### src/rtl/mop_sched_pkg.sv
// Shared types and width helpers for the multi-operand tree-sum scheduler.
package mop_sched_pkg;

  typedef enum logic [1:0] {
    IDLE   = 2'd0,
    LOAD   = 2'd1,
    REDUCE = 2'd2,
    DONE   = 2'd3
  } state_t;

  function automatic int calc_w(input int n, input int m);
    return m + $clog2(n);
  endfunction

  function automatic int calc_levels(input int n);
    return $clog2(n);
  endfunction

  // N=2 has a single pair, but the tag still needs one bit to exist.
  function automatic int calc_tag_w(input int n);
    return (n > 2) ? $clog2(n / 2) : 1;
  endfunction

endpackage

### src/rtl/mop_pair_add.sv
// Shared two-operand adder: alternating-polarity ripple carry, then ADD_LAT
// register stages carrying the issue valid and destination tag.
module mop_pair_add #(
  parameter int W       = 20,
  parameter int TW      = 3,
  parameter int ADD_LAT = 1
) (
  input  logic          clk,
  input  logic          rst_n,
  input  logic          issue_valid,
  input  logic [TW-1:0] issue_tag,
  input  logic [W-1:0]  op_a,
  input  logic [W-1:0]  op_b,
  output logic          res_valid,
  output logic [TW-1:0] res_tag,
  output logic [W-1:0]  res_sum
);

  logic [W-1:0]       sum_c;
  logic               cy;
  logic [W-1:0]       sum_q [ADD_LAT];
  logic [TW-1:0]      tag_q [ADD_LAT];
  logic [ADD_LAT-1:0] vld_q;

  // Even cells take a true carry and emit it inverted (OAI); odd cells take
  // the inverted carry and restore it (AOI on inverted inputs).
  always_comb begin
    sum_c = '0;
    cy    = 1'b0;
    for (int i = 0; i < W; i++) begin
      if (i % 2 == 0) begin
        sum_c[i] = op_a[i] ^ op_b[i] ^ cy;
        cy       = ~((op_a[i] | op_b[i]) & (cy | (op_a[i] & op_b[i])));
      end else begin
        sum_c[i] = op_a[i] ^ op_b[i] ^ ~cy;
        cy       = ~((~op_a[i] & ~op_b[i]) | (cy & (~op_a[i] | ~op_b[i])));
      end
    end
  end

  always_ff @(posedge clk or negedge rst_n) begin
    if (!rst_n) begin
      vld_q <= '0;
      for (int i = 0; i < ADD_LAT; i++) begin
        sum_q[i] <= '0;
        tag_q[i] <= '0;
      end
    end else begin
      sum_q[0] <= sum_c;
      tag_q[0] <= issue_tag;
      vld_q[0] <= issue_valid;
      for (int i = 1; i < ADD_LAT; i++) begin
        sum_q[i] <= sum_q[i-1];
        tag_q[i] <= tag_q[i-1];
        vld_q[i] <= vld_q[i-1];
      end
    end
  end

  assign res_valid = vld_q[ADD_LAT-1];
  assign res_tag   = tag_q[ADD_LAT-1];
  assign res_sum   = sum_q[ADD_LAT-1];

endmodule

### src/rtl/mop_tree_sched.sv
// Buffers N operands, reduces them pairwise level by level through one shared
// pipelined adder, and hands the sum out on a valid/ready port.
//   state  | meaning
//   IDLE   | waiting for the first operand of a job
//   LOAD   | collecting operands 1..N-1
//   REDUCE | issuing pairs per level; final cycle latches buf[0] to out_sum
//   DONE   | out_sum valid, held until out_ready
module mop_tree_sched
  import mop_sched_pkg::*;
#(
  parameter  int N       = 16,
  parameter  int M       = 16,
  parameter  int ADD_LAT = 1,
  localparam int W       = calc_w(N, M)
) (
  input  logic         clk,
  input  logic         rst_n,
  input  logic         in_valid,
  output logic         in_ready,
  input  logic [M-1:0] in_data,
  output logic         out_valid,
  input  logic         out_ready,
  output logic [W-1:0] out_sum,
  output logic         busy
);

  localparam int LEVELS = calc_levels(N);
  localparam int TW     = calc_tag_w(N);
  localparam int LW     = $clog2(LEVELS + 1);
  localparam int CW     = $clog2(N / 2 + ADD_LAT) + 1;

  state_t              state_q, state_d;
  logic [W-1:0]        buf_q [N];
  logic [LEVELS-1:0]   cnt_q;
  logic [LW-1:0]       lvl_q;
  logic [CW-1:0]       cyc_q;
  logic [CW-1:0]       pairs, last_cyc;
  logic                lvl_live, in_fire, out_fire, last_load;
  logic [LEVELS-1:0]   idx_a, idx_b;
  logic                issue_valid, res_valid;
  logic [TW-1:0]       issue_tag, res_tag;
  logic [W-1:0]        op_a, op_b, res_sum;

  assign pairs     = CW'(N / 2) >> lvl_q;
  assign last_cyc  = pairs + CW'(ADD_LAT - 1);
  assign lvl_live  = (lvl_q != LW'(LEVELS));
  assign in_fire   = in_valid && in_ready;
  assign out_fire  = out_valid && out_ready;
  assign last_load = (cnt_q == LEVELS'(N - 1));

  always_ff @(posedge clk or negedge rst_n) begin
    if (!rst_n) state_q <= IDLE;
    else        state_q <= state_d;
  end

  always_comb begin
    state_d = state_q;
    case (state_q)
      IDLE:    if (in_fire) state_d = LOAD;
      LOAD:    if (in_fire && last_load) state_d = REDUCE;
      REDUCE:  if (!lvl_live) state_d = DONE;
      DONE:    if (out_fire) state_d = IDLE;
      default: state_d = IDLE;
    endcase
  end

  always_comb begin
    in_ready    = (state_q == IDLE) || (state_q == LOAD);
    busy        = (state_q != IDLE);
    out_valid   = (state_q == DONE);
    issue_valid = (state_q == REDUCE) && lvl_live && (cyc_q < pairs);
    issue_tag   = cyc_q[TW-1:0];
    idx_a       = LEVELS'({issue_tag, 1'b0});
    idx_b       = idx_a | LEVELS'(1);
    op_a        = buf_q[idx_a];
    op_b        = buf_q[idx_b];
  end

  // Writebacks land in buf[tag], always below the pair index still being read.
  always_ff @(posedge clk or negedge rst_n) begin
    if (!rst_n) begin
      for (int i = 0; i < N; i++) buf_q[i] <= '0;
      cnt_q   <= '0;
      lvl_q   <= '0;
      cyc_q   <= '0;
      out_sum <= '0;
    end else begin
      if (res_valid) buf_q[LEVELS'(res_tag)] <= res_sum;
      case (state_q)
        IDLE: if (in_fire) begin
          buf_q[0] <= W'(in_data);
          cnt_q    <= LEVELS'(1);
        end
        LOAD: if (in_fire) begin
          buf_q[cnt_q] <= W'(in_data);
          cnt_q        <= cnt_q + 1'b1;
          lvl_q        <= '0;
          cyc_q        <= '0;
        end
        REDUCE: begin
          if (lvl_live) begin
            if (cyc_q == last_cyc) begin
              cyc_q <= '0;
              lvl_q <= lvl_q + 1'b1;
            end else begin
              cyc_q <= cyc_q + 1'b1;
            end
          end else begin
            out_sum <= buf_q[0];
          end
        end
        DONE: if (out_fire) cnt_q <= '0;
        default: ;
      endcase
    end
  end

  mop_pair_add #(
    .W       (W),
    .TW      (TW),
    .ADD_LAT (ADD_LAT)
  ) u_add (
    .clk         (clk),
    .rst_n       (rst_n),
    .issue_valid (issue_valid),
    .issue_tag   (issue_tag),
    .op_a        (op_a),
    .op_b        (op_b),
    .res_valid   (res_valid),
    .res_tag     (res_tag),
    .res_sum     (res_sum)
  );

endmodule

### config.mk
export PLATFORM = sky130hd
export DESIGN_NAME = mop_tree_sched
export DESIGN_NICKNAME = d
export VERILOG_FILES = /design/src/rtl/mop_sched_pkg.sv /design/src/rtl/mop_pair_add.sv /design/src/rtl/mop_tree_sched.sv
export SDC_FILE = /design/constraint.sdc
export NUM_CORES = 1
export LEC_CHECK = 0
export BUFFER_PORTS_ARGS = -buffer_cell sky130_fd_sc_hd__buf_2
export CORE_MARGIN = 10
export CORE_UTILIZATION = 44
export DETAILED_ROUTE_END_ITERATION = 10
export SLEW_MARGIN = 20
export SYNTH_ARGS = -nofsm -noshare
export SYNTH_HDL_FRONTEND = slang
export SYNTH_SLANG_ARGS = --single-unit
### constraint.sdc
create_clock -name clk -period 10.8 [get_ports clk]
set_clock_uncertainty 0.1 [all_clocks]
set_input_delay 0 -clock clk [delete_from_list [all_inputs] [get_ports clk]]
set_output_delay 0 -clock clk [all_outputs]
set_load 0.005 [all_outputs]
* Yosys cells after proc, flatten, opt, wreduce, memory -nomap -nowiden
Index checks and enable logic that the tools add are counted.
Word-level totals: register bits after elaboration 378, latch bits 0, RAM bits 0, ROM bits 0, input bits 20, output and inout bits 23, memories kept 0
Cells by class: add/sub/neg operators 3, multiply operators 0, divide/modulo/power cells 0, $lt $le $gt $ge 7, eq/ne operators 13, shift-type cells 1, muxes and demuxes 34, bitwise logic cells 155, reductions and logical operators 17
Operators by type and width (count):
- 320-bit bitwise mux | 2
- 320-bit 2-to-1 mux | 2
- 300-bit 2-to-1 mux | 1
- 20-bit binary-select mux with 4-bit select | 2
- 20-bit demux with 4-bit select | 2
- 20-bit 2-to-1 mux | 7
- 20-bit one-hot mux with 2 select lines | 1
- 1-bit bitwise XOR | 39
- 1-bit bitwise AND | 38
- 1-bit inverter | 37
- 1-bit bitwise OR | 37
- 5-bit >= comparator, second input constant | 4
- 5-bit 2-to-1 mux | 3
- 4-bit inverter with 5-bit output | 3
- 4-bit 2-to-1 mux | 3
- 4-bit one-hot mux with 3 select lines | 1
- 4-bit AND reduction | 3
- 5-bit by 1-bit less-than comparator with 1-bit output, second input constant | 2
- 2-bit != test, second input constant | 5
- 5-bit one-hot mux with 2 select lines | 1
- 3-bit 2-to-1 mux | 3
- 2-bit 2-to-1 mux | 4
- 2-bit one-hot mux with 4 select lines | 1
- 1-bit logical AND | 7
- 19 further kinds | 22

* Logic depth before layout (Yosys ltp)
Gate-level depths: netlist of run 1.
depth after elaboration 61, depth in mapped cells 26, mapped depth without buffers 23

* Modules after synthesis
From an unflattened synthesis of run 1, not the netlist that was laid out.
Unflattened totals: cell total of the unflattened synthesis 1314, area, all modules 17207.8 um2
Modules (own cells, without submodules):
- mop_tree_sched | instances 1, cells each 1266, area each 16196.8 um2, seq. area each 8057.7 um2
- mop_pair_add | instances 1, cells each 48, area each 1011.0 um2, seq. area each 600.6 um2

* Worst setup path before layout of run 1
No wires, ideal clock.
path kind register to register, start point register cyc_q[0], end point register u_add.sum_q, in the netlist u_add.res_sum[18], setup time 64 ps, arrival 10029 ps, path slack 607 ps, stages on the path, launching flop included 26, period minus slack after synthesis 10193 ps, path through dfrtp_1 > buf_2 > buf_2 > mux4_2 > mux2_2 > ha_1 > fa_1 > fa_1 > fa_1 > fa_1 > fa_1 > fa_1 > fa_1 > fa_1 > fa_1 > fa_1 > fa_1 > fa_1 > fa_1 > fa_1 > fa_1 > fa_1 > fa_1 > inv_1 > fa_1 > inv_1
On the way: cells in the longest elaborated chain, start to end 59, elaborated cells on any way between the ends 117, classes of those cells mux: 6; bitwise: 111
RTL lines:
- start: declaration | line mop_tree_sched.sv:36 | logic [CW-1:0] cyc_q;
- start signal: assignment | line mop_tree_sched.sv:106 | cyc_q <= cyc_q + 1'b1;
- 4-bit inverter with 5-bit output, on equally long branches | line mop_tree_sched.sv:75, mop_tree_sched.sv:76
- 20-bit binary-select mux with 4-bit select, on equally long branches | line mop_tree_sched.sv:75, mop_tree_sched.sv:76
- 20-bit 2-to-1 mux, on equally long branches (2 in a row) | line mop_tree_sched.sv:75, mop_tree_sched.sv:76
- 1-bit bitwise OR or 1-bit bitwise AND (tied branches) | line mop_pair_add.sv:33 | cy = ~((op_a[i] | op_b[i]) & (cy | (op_a[i] & op_b[i])));
- 1-bit bitwise AND | line mop_pair_add.sv:33
- 1-bit inverter | line mop_pair_add.sv:33
- 1-bit bitwise AND | line mop_pair_add.sv:36 | cy = ~((~op_a[i] & ~op_b[i]) | (cy & (~op_a[i] | ~op_b[i])));
- 1-bit bitwise OR | line mop_pair_add.sv:36
- (+43 left out)
- 1-bit bitwise OR | line mop_pair_add.sv:33
- 1-bit bitwise AND | line mop_pair_add.sv:33
- 1-bit inverter | line mop_pair_add.sv:33
- 1-bit bitwise AND | line mop_pair_add.sv:36
- 1-bit bitwise OR | line mop_pair_add.sv:36
- 1-bit inverter | line mop_pair_add.sv:36
- 1-bit bitwise XOR (*) | line mop_pair_add.sv:32 | sum_c[i] = op_a[i] ^ op_b[i] ^ cy;
- named net u_add.sum_c[18] | line mop_pair_add.sv:19 | logic [W-1:0] sum_c;
- end signal: indexed assignment | line mop_pair_add.sv:53 | sum_q[i] <= sum_q[i-1];
- end: declaration | line mop_pair_add.sv:21 | logic [W-1:0] sum_q [ADD_LAT];
Mark *: on every way through the listed nets, which the timed path passes. The rest lies on a longest branch. The select of a mux whose other input is x is not followed. A chain may end at the register's enable or synchronous reset.

* Final worst setup path of run 1
Ends and elaborated chain as after synthesis.

==> results of run 1 <==
-- cell families (layout without fill, tap and decap cells) --
group	after synthesis	count (layout)	synth area share, %
xor+xnor	5	5	0.2605
fa+ha+maj	38	38	3.633
flops	346	346	51.51
other cells	0	1	0
compound gates	275	275	8.464
mux	290	290	22.96
buf+inv	147	181	3.648
simple gates	385	385	9.521
-- metal layers --
metal	wire length (um)	share of wire (%)	up-vias
met1	19650	45	5597
met5	0	0	-
met3	1862	4.3	63
met4	1032	2.4	0
met2	21040	48	243
li1	-	-	5183
-- worst paths after layout --
check	to	slack, ns	cells after the start
max reg2reg	u_add.res_sum[18]	0.43	23
max	u_add.res_sum[18]	0.43	23
min	buf_q[25]	0.06	2
min reg2reg	buf_q[86]	0.37	2
min in group clk	buf_q[180]	0.24	4
max in group asynchronous	buf_q[291]	9.06	3
-- report_power, final --
part	internal [mW]	total (mW)	switching (mW)	leakage (nW)
clock network	0.796	1.34	0.542	0.633
registers	1.70	2.02	0.321	4.19
logic	0.821	1.68	0.855	3.23
-- timing repair --
action / CTS / global route
buffers inserted: 0 / 0
endpoints found under the setup margin: 0 / 0
hold endpoints to repair: 383 / 0
hold buffers: 19 / 0
-- registers in the layout (all words and copies together) (netlist names) --
| signal | cells |
|---|---|
| lvl_q | 3 |
| out_sum | 20 |
| u_add.res_valid | 1 |
| u_add.res_sum | 20 |
| buf_q | 288 |
| u_add.res_tag | 3 |
| state_q | 2 |
| cyc_q | 5 |
| cnt_q | 4 |
-- layout make-up --
| cell class | count | area [um^2] | area share, % |
|---|---|---|---|
| inverter | 15 | 56.30 | 0.2977 |
| antenna | 1 | 2.502 | 0.01323 |
| timing repair buffer | 95 | 678.2 | 3.586 |
| sequential | 346 | 8667 | 45.83 |
| clock buffer | 57 | 1124 | 5.942 |
| clock inverter | 14 | 158.9 | 0.8403 |
| multi-input combinational | 993 | 7585 | 40.11 |
| tap | 511 | 639.4 | 3.381 |
-- per-stage QoR --
step	instances	utilization, %	hold WS, ns
after floorplan	1486	-	-0.3956
after global placement	1941	46.29	0.07707
after detailed placement	1941	46.29	0.08803
after CTS	2031	50.20	0.1229
after global routing	2031	50.20	0.1420
final	2032	50.21	0.05724
-- layout by cell type (no fill, tap or decap), drive strengths merged, types with 7 or more instances in the layout --
master	instances
nand3	10
inv	18
nand4	9
nand2	290
mux2	54
mux4	71
nor2b	7
clkinv	7
dlygate4sd3	19
nor2	42
buf	76
mux2i	165
dfrtp	346
clkbuf	57
o21ai	262
fa	18
ha	20
==> results_dict.tcl, run 1 <==
set metrics [dict create \
    status "finished, final reports clean" \
    clock_latency_ns 0.54 \
    synth_edf_count 0 \
    reg2reg_from "cyc_q[0]" \
    path_class "flip-flop to flip-flop" \
    synthesis.nets 1544 \
    clockBufferDepth 3 \
    wl_per_cell_um 21.45 \
    cts_resized 0 \
    critPathLaunchType "flip-flop" \
    gp_congestion 0.8000 \
    viasPerCell 5.456 \
    syn_inst 1486 \
    endpoint_kind "flip-flop" \
    core.rowCount 71 \
    ioPinCount 43 \
    cp_num_buf_inv 3 \
    cap_violations 0 \
    layout-drive-gt1-share_pct 18.42 \
    synth_top_flop_cell "dfrtp_1" \
    critPathMaxFanout 12 \
    cts_buffers 39 \
    dieArea_um2 46420 \
    drtPass1Iterations 5 \
    gr-usage-met2_pct 31.16 \
    syn_area_um2 16810 \
    cpPeakStageDelay_ns 0.54 \
    synth-seq-cells 346 \
    hold_violations 0 \
    fin_crit_ns 10.37 \
    die_h_um 215.4 \
    path_common_cell "fa_1" \
    fmax_ghz 0.09646 \
    antenna_found_initial 1 \
    fillCellCount 3328 \
    cp_data_required_time_ns 11.18 \
    cts_sinks 346 \
    place_area_um2 17440 \
    worstMarginPinSlew_ns 1.144 \
    ir_drop_mv 0.1865 \
    critPathSlowestCell "dfrtp_4" \
    p_per_area_nw_per_um2 266.2 \
    critPathTopFamily "adder cells" \
    avgSynthCellArea_um2 11.31 \
    place_ws_ns 0.4125 \
    grt_pass1_vias 11520 \
    yosysTopAreaCellShare_pct 51.51 \
    dr_total_vias 11090 \
    relSlewSlack_pct 23.39 \
    io_buffers 42 \
    synth.most_common_cell "dfrtp_1" \
    netlist_top_cells_count "dfrtp_1, nand2_1, o21ai_0, mux2i_1, clkbuf_1" \
    rsz0062_at_grt "false" \
    postLayoutSetupSlackWorst_ns 0.4326 \
    hold_path.class "input port to async pin" \
    setup_viol 0 \
    clk_pin_slew_worst_paths_ns 0.06 \
    async_flop_share_pct 100.0 \
    hpwl_um 26970 \
    drc 0 \
    grt_pass1_wl_um 69120 \
    worstPathCellList "buf_4 > mux4_2 > mux2_2 > fa_1 > fa_1 > fa_1 > fa_1 > fa_1 > fa_1 > fa_1 > fa_1 > fa_1 > fa_1 > fa_1 > fa_1 > fa_1 > fa_1 > fa_1 > fa_1 > fa_1 > inv_1 > fa_1 > inv_1" \
    final_nets 1548 \
    drt_iter0_drc 954 \
    synth.area.top_cells "dfrtp_1, mux2i_1, mux4_2, o21ai_0, nand2_1" \
    yosysTopAreaCell "dfrtp_1" \
    drtAntennaViolNets 0 \
    grt_util_met1_pct 25.69 \
    grt_max_degree 158 \
    htree_levels 2 \
    slew_violations 0 \
    cts_tree "done" \
    p_leak_nw 8.056 \
    cts_root_buffer "clkbuf_16" \
    fin_area_um2 18910 \
    start_util_pct 44.62 \
    cp.arrival_ns 10.74 \
    syn_to_final_growth_pct 12.51 \
    grt-ovfl-total 0 \
    grt_usage_pct 18.93 \
    ys_warn_count 0 \
    wl_um 43580 \
    ys_types 44 \
    core_um2 37670 \
    ys_seq_area_share_pct 51.51 \
    crit_start "cyc_q[0]" \
    die_x_um 215.4 \
    power_mw 5.034 \
    final.period_utilization_pct 95.99 \
    finalSetupTns_ns 0 \
    gr-usage-met3_pct 2.783 \
    top_usage_layer "met2" \
]
Note: power is estimated with default switching activity, not from simulation.
==> run 2: changes to the inputs <==
Settings changed: GPL_TIMING_DRIVEN set to 0.
==> run 2 against run 1 <==
  * Clock power about the same
  * Critical endpoint unchanged
  * Critical path depth rose by 2
  * Register-to-register slack got worse by 0.06 ns
  * Utilization rose by 1.0 points
  * Count of clock-buffer cells in the layout is 6 higher
  * Via count grew 9.6%
  * Power increased by 3.1%
==> results_dict.tcl, run 2 (synthesized netlist as in run 1, its figures left out) <==
set metrics [dict create \
    status "finished, final reports clean" \
    layout-drive-gt1-share_pct 16.70 \
    path_class "flip-flop to flip-flop" \
    drt_iter0_drc 1004 \
    postLayoutSetupSlackWorst_ns 0.3688 \
    cap_violations 0 \
    clockBufferDepth 3 \
    worstMarginPinSlew_ns 1.068 \
    grt_pass1_wl_um 76670 \
    htree_levels 2 \
    place_ws_ns -0.5669 \
    clock_latency_ns 0.54 \
    cts_setup_buffers 0 \
    core_um2 37670 \
    final.period_utilization_pct 96.59 \
    min_from "cyc_q[2]" \
    grt_pass1_vias 12350 \
    dr_total_vias 12150 \
    comb_power_share_pct 37.6 \
    gp_congestion 0.8914 \
    reg2reg_to "u_add.res_sum[18]" \
    hold_ws_ns 0.3378 \
    drtAntennaViolNets 0 \
    dieArea_um2 46420 \
    antenna_found_initial 0 \
    grt-ovfl-total 0 \
    cts_sinks 346 \
    cts_tree "done" \
    hold_depth 0 \
    cp.arrival_ns 10.81 \
    r2r_setup_slack_ns 0.37 \
    endpoint_kind "flip-flop" \
    viasPerCell 5.740 \
    wl_um 49830 \
    grt_usage_pct 21.53 \
    final_cell_mix "dfrtp_1, nand2_1, o21ai_0" \
    p_clk_share_pct 25.5 \
    largest_register_ffs 288 \
    ioPinCount 43 \
    setup_viol 0 \
    critPathLaunchType "flip-flop" \
    cts_buffers 39 \
    fin_crit_ns 10.43 \
    hold_path.class "flip-flop to flip-flop" \
    switchingPower_mw 1.810 \
    seqPwrFrac_pct 37.0 \
    reg2reg_depth 25 \
    critPathMaxFanout 10 \
    p_int_mw 3.379 \
    final_nets 1635 \
    reg2reg_from "cyc_q[0]" \
    drc 0 \
    start_util_pct 44.62 \
    wl_per_cell_um 23.55 \
    drtPass1Iterations 6 \
    hold_violations 0 \
    clk_pin_slew_worst_paths_ns 0.06 \
    io_buffers 25 \
    die_h_um 215.4 \
    sw_frac_of_total_pct 34.88 \
    fmax_ghz 0.09587 \
    slew_violations 0 \
    rsz0062_at_grt "false" \
    cp_data_required_time_ns 11.18 \
    hpwl_um 34280 \
    die_x_um 215.4 \
    diodes 0 \
    core.rowCount 71 \
    syn_to_final_growth_pct 14.84 \
    largest-register "buf_q" \
    cts_root_buffer "clkbuf_16" \
    final_common_cell "dfrtp_1" \
    p_leak_nw 8.197 \
    p_per_area_nw_per_um2 268.8 \
    final_core_util_pct 51.24 \
    hold_path_end "u_add.res_tag[2]" \
    relSlewSlack_pct 28.83 \
    ir_drop_mv 0.1173 \
    grt_max_degree 97 \
]
-- run 2: changes by cell type in the layout (fill, tap and decap cells not counted), moves of 4 or more --
| cell | change |
|---|---|
| clkbuf_1 | +87 |
| fa_2 | +4 |
| buf_2 | +12 |
| nor2_2 | -4 |
| nor2_1 | +4 |
| buf_4 | -32 |
| fa_1 | -4 |
| buf_12 | +4 |
| buf_16 | +4 |
-- run 2: timing repair --
action / in CTS / in global routing
hold endpoints to repair: 384 / 0
endpoints found under the setup margin: 3 / 2
pin swaps: 1 / 1
hold buffers: 22 / 0
gates resized for setup: 27 / 15
-- run 2: per-layer routing --
layer  track usage, %  wire length, um  vias to the layer above
li1                 -                -                     5364
met2            32.09            22210                      473
met3            4.434             3707                      115
met4            9.693             2197                        0
met5                0                0                        -
met1            29.82            21710                     6194
-- run 2: worst max-delay path by stage --
stage                  start                 to  cells past startpoint
finish              cyc_q[0]  u_add.res_sum[18]                     25
global route        cyc_q[0]  u_add.res_sum[18]                     25
global placement    cyc_q[0]  u_add.res_sum[18]                     26
floorplan           cyc_q[0]  u_add.res_sum[18]                     25
CTS                 cyc_q[1]  u_add.res_sum[18]                     26
detailed placement  cyc_q[1]  u_add.res_sum[18]                     26
-- run 2: critical path, stage by stage (launching register included) --
cell     delay [ns]
dfrtp_2        0.40
buf_12         0.19
buf_12         0.19
mux4_2         0.56
mux2_2         0.29
ha_1           0.22
fa_1           0.46
fa_2           0.43
fa_1           0.46
fa_1           0.48
fa_1           0.46
fa_1           0.49
fa_1           0.47
fa_1           0.48
fa_1           0.47
fa_1           0.49
fa_2           0.44
fa_1           0.45
fa_1           0.46
fa_1           0.46
fa_2           0.47
fa_2           0.45
fa_1           0.44
inv_1          0.11
fa_1           0.39
inv_1          0.06
-- run 2: layout make-up --
class / count / area, um^2
fillers: 3364 / 18370
flip-flops and latches: 346 / 8661
multi-input cells: 993 / 7546
clock buffers: 63 / 1209
plain buffers: 132 / 676.9
well taps: 511 / 639.4
repair buffers: 50 / 455.4
clock inverters: 6 / 57.56
inverters: 15 / 56.30
-- run 2: power by group through the flow --
stage	logic, mW	clock network, mW	registers [mW]
6_report	1.95	1.32	1.92
5_1_grt	2.17	1.40	1.96
4_1_cts	1.94	1.34	1.91
3_5_place_dp	1.89	0	1.93
3_3_place_gp	1.83	0	1.92
2_1_floorplan	1.32	0	1.86
-- run 2: stage by stage --
stage	power, mW	instance area (um^2)	instances	TNS [ns]
finish	5.189	19300	2116	0
global route	5.531	19300	2116	0
CTS	5.195	19250	2116	0
detailed placement	3.827	17660	2025	-1.171
global placement	3.754	17570	2022	-1.084
floorplan	3.182	16810	1486	0
==> run 3: changes to the inputs <==
Settings changed: CTS_BUF_LIST set to sky130_fd_sc_hd__clkbuf_4 sky130_fd_sc_hd__clkbuf_8.
==> run 3 against run 2 <==
  * Via count is 1.3% higher
  * Die area did not move
  * Sequential power barely moved
==> results_dict.tcl, run 3 (synthesized netlist as in run 1, its figures left out) <==
set metrics [dict create \
    grt_usage_pct 21.57 \
    grt-ovfl-total 0 \
    gp_congestion 0.8914 \
    wl_per_cell_um 23.35 \
    grt_pass1_wl_um 76980 \
    hold_path_end "cnt_q[0]" \
    wl_um 50180 \
    cts_tree "done" \
    fillCellCount 3376 \
    cp_num_buf_inv 4 \
    layout-drive-gt1-share_pct 19.12 \
    antenna_found_initial 1 \
    critPathTopFamily "adder cells" \
    final_common_cell "dfrtp_1" \
    drtAntennaViolNets 0 \
    hold_depth 5 \
    cts_buffers 59 \
    min_from "out_ready" \
    viasPerCell 5.724 \
    place_ws_ns -0.5669 \
    cp_data_required_time_ns 11.26 \
    die_x_um 215.4 \
    clock_latency_ns 0.64 \
    cts_sinks 346 \
    final_nets 1654 \
    core_um2 37670 \
    rsz0062_at_grt "false" \
    hold_path.class "input port to flip-flop" \
    endpoint_kind "flip-flop" \
    critPathLaunchType "flip-flop" \
    p_per_area_nw_per_um2 265.6 \
    final_cell_mix "dfrtp_1, nand2_1, o21ai_0" \
    cap_violations 0 \
    postLayoutSetupSlackWorst_ns 0.3692 \
    p_leak_nw 8.227 \
    clk_pin_slew_worst_paths_ns 0.06 \
    reg2reg_to "u_add.res_sum[18]" \
    cp.arrival_ns 10.89 \
    clockBufferDepth 3 \
    drt_iter0_drc 1040 \
    critPathSlowestCell "mux4_2" \
    drc 0 \
    drtPass1Iterations 5 \
    grt_max_degree 97 \
    grt_pass1_vias 12470 \
    reg2reg_depth 25 \
    start_util_pct 44.62 \
    die_h_um 215.4 \
    setup_viol 0 \
    cpPeakStageDelay_ns 0.56 \
    hpwl_um 34280 \
    worstMarginPinSlew_ns 1.079 \
    io_buffers 25 \
    fmax_ghz 0.09587 \
    dr_total_vias 12300 \
    ioPinCount 43 \
    cts_setup_buffers 0 \
    relSlewSlack_pct 28.06 \
    fin_crit_ns 10.43 \
    r2r_setup_slack_ns 0.37 \
    path_class "flip-flop to flip-flop" \
    status "finished, final reports clean" \
    largest-register "buf_q" \
    htree_levels 2 \
    syn_to_final_growth_pct 14.65 \
    critPathMaxFanout 10 \
    place_area_um2 17660 \
    slew_violations 0 \
    final.period_utilization_pct 96.58 \
    hold_violations 0 \
    core.rowCount 71 \
    cts_root_buffer "clkbuf_8" \
    largest_register_ffs 288 \
    dieArea_um2 46420 \
    reg2reg_from "cyc_q[0]" \
    ir_drop_mv 0.1154 \
    path_common_cell "fa_1" \
    fin_area_um2 19270 \
]
## run 3: changes by cell type in the layout (fill, tap and decap cells not counted)
cell	change
clkbuf_1	-12
clkbuf_16	-41
clkbuf_4	+17
clkbuf_8	+65
clkinv_2	+2
clkinvlp_4	+2
diode_2	+1
dlygate4sd3_1	-1
## run 3: layout make-up
type | count | area, um^2 | share of cell area (%)
Antenna cell | 1 | 2.502 | 0.01299
Buffer | 132 | 676.9 | 3.513
Clock buffer | 92 | 1160 | 6.019
Clock inverter | 10 | 82.58 | 0.4285
Inverter | 15 | 56.30 | 0.2922
Multi-Input combinational cell | 993 | 7546 | 39.16
Sequential cell | 346 | 8661 | 44.95
Tap cell | 511 | 639.4 | 3.318
Timing Repair Buffer | 49 | 445.4 | 2.312
## run 3: worst max path at each step
stage / startpoint / endpoint / slack [ns] / cells after the start
floorplan: cyc_q[0] / u_add.res_sum[18] / 0.61 / 25
global placement: cyc_q[0] / u_add.res_sum[18] / -0.55 / 26
detailed placement: cyc_q[1] / u_add.res_sum[18] / -0.57 / 26
CTS: cyc_q[1] / u_add.res_sum[18] / 0.06 / 26
global route: cyc_q[1] / u_add.res_sum[18] / 0.06 / 26
finish: cyc_q[0] / u_add.res_sum[18] / 0.37 / 25
## run 3: per-stage QoR
stage | setup TNS (ns) | hold slack (ns) | cells | util [%] | power (mW)
2_1_floorplan | 0 | -0.3956 | 1486 | - | 3.182
3_3_place_gp | -1.084 | 0.2984 | 2022 | 46.65 | 3.754
3_5_place_dp | -1.171 | -0.08974 | 2025 | 46.90 | 3.827
4_1_cts | 0 | 0.2499 | 2148 | 51.03 | 5.118
5_1_grt | 0 | 0.3136 | 2149 | 51.16 | 5.455
6_report | 0 | 0.2740 | 2149 | 51.16 | 5.118
## run 3: what timing repair did
action / CTS / global route
pin swaps: 1 / 1
hold endpoints to repair: 459 / 0
endpoints found under the setup margin: 3 / 2
resized for setup: 27 / 15
hold buffers: 21 / 0
## run 3: routing by layer
layer | track usage (%) | vias up | share of wire, %
li1 | - | 5393 | -
met2 | 33.08 | 484 | 46
met4 | 7.134 | 0 | 2.8
met3 | 4.364 | 86 | 7.4
met5 | 0 | - | 0
met1 | 30.10 | 6338 | 44
## run 3: where the power goes
part	internal, mW	switching (mW)
Sequential	1.70	0.222
Combinational	0.892	1.06
Clock	0.700	0.549
Total	3.29	1.83
## run 3: tightest hold or removal path: cells and delay by family
family                 cells  cell delay (ns)
and+or+nand+nor            1             0.10
AOI/OAI and AO/OA          2             0.23
buffers and inverters      2             0.63
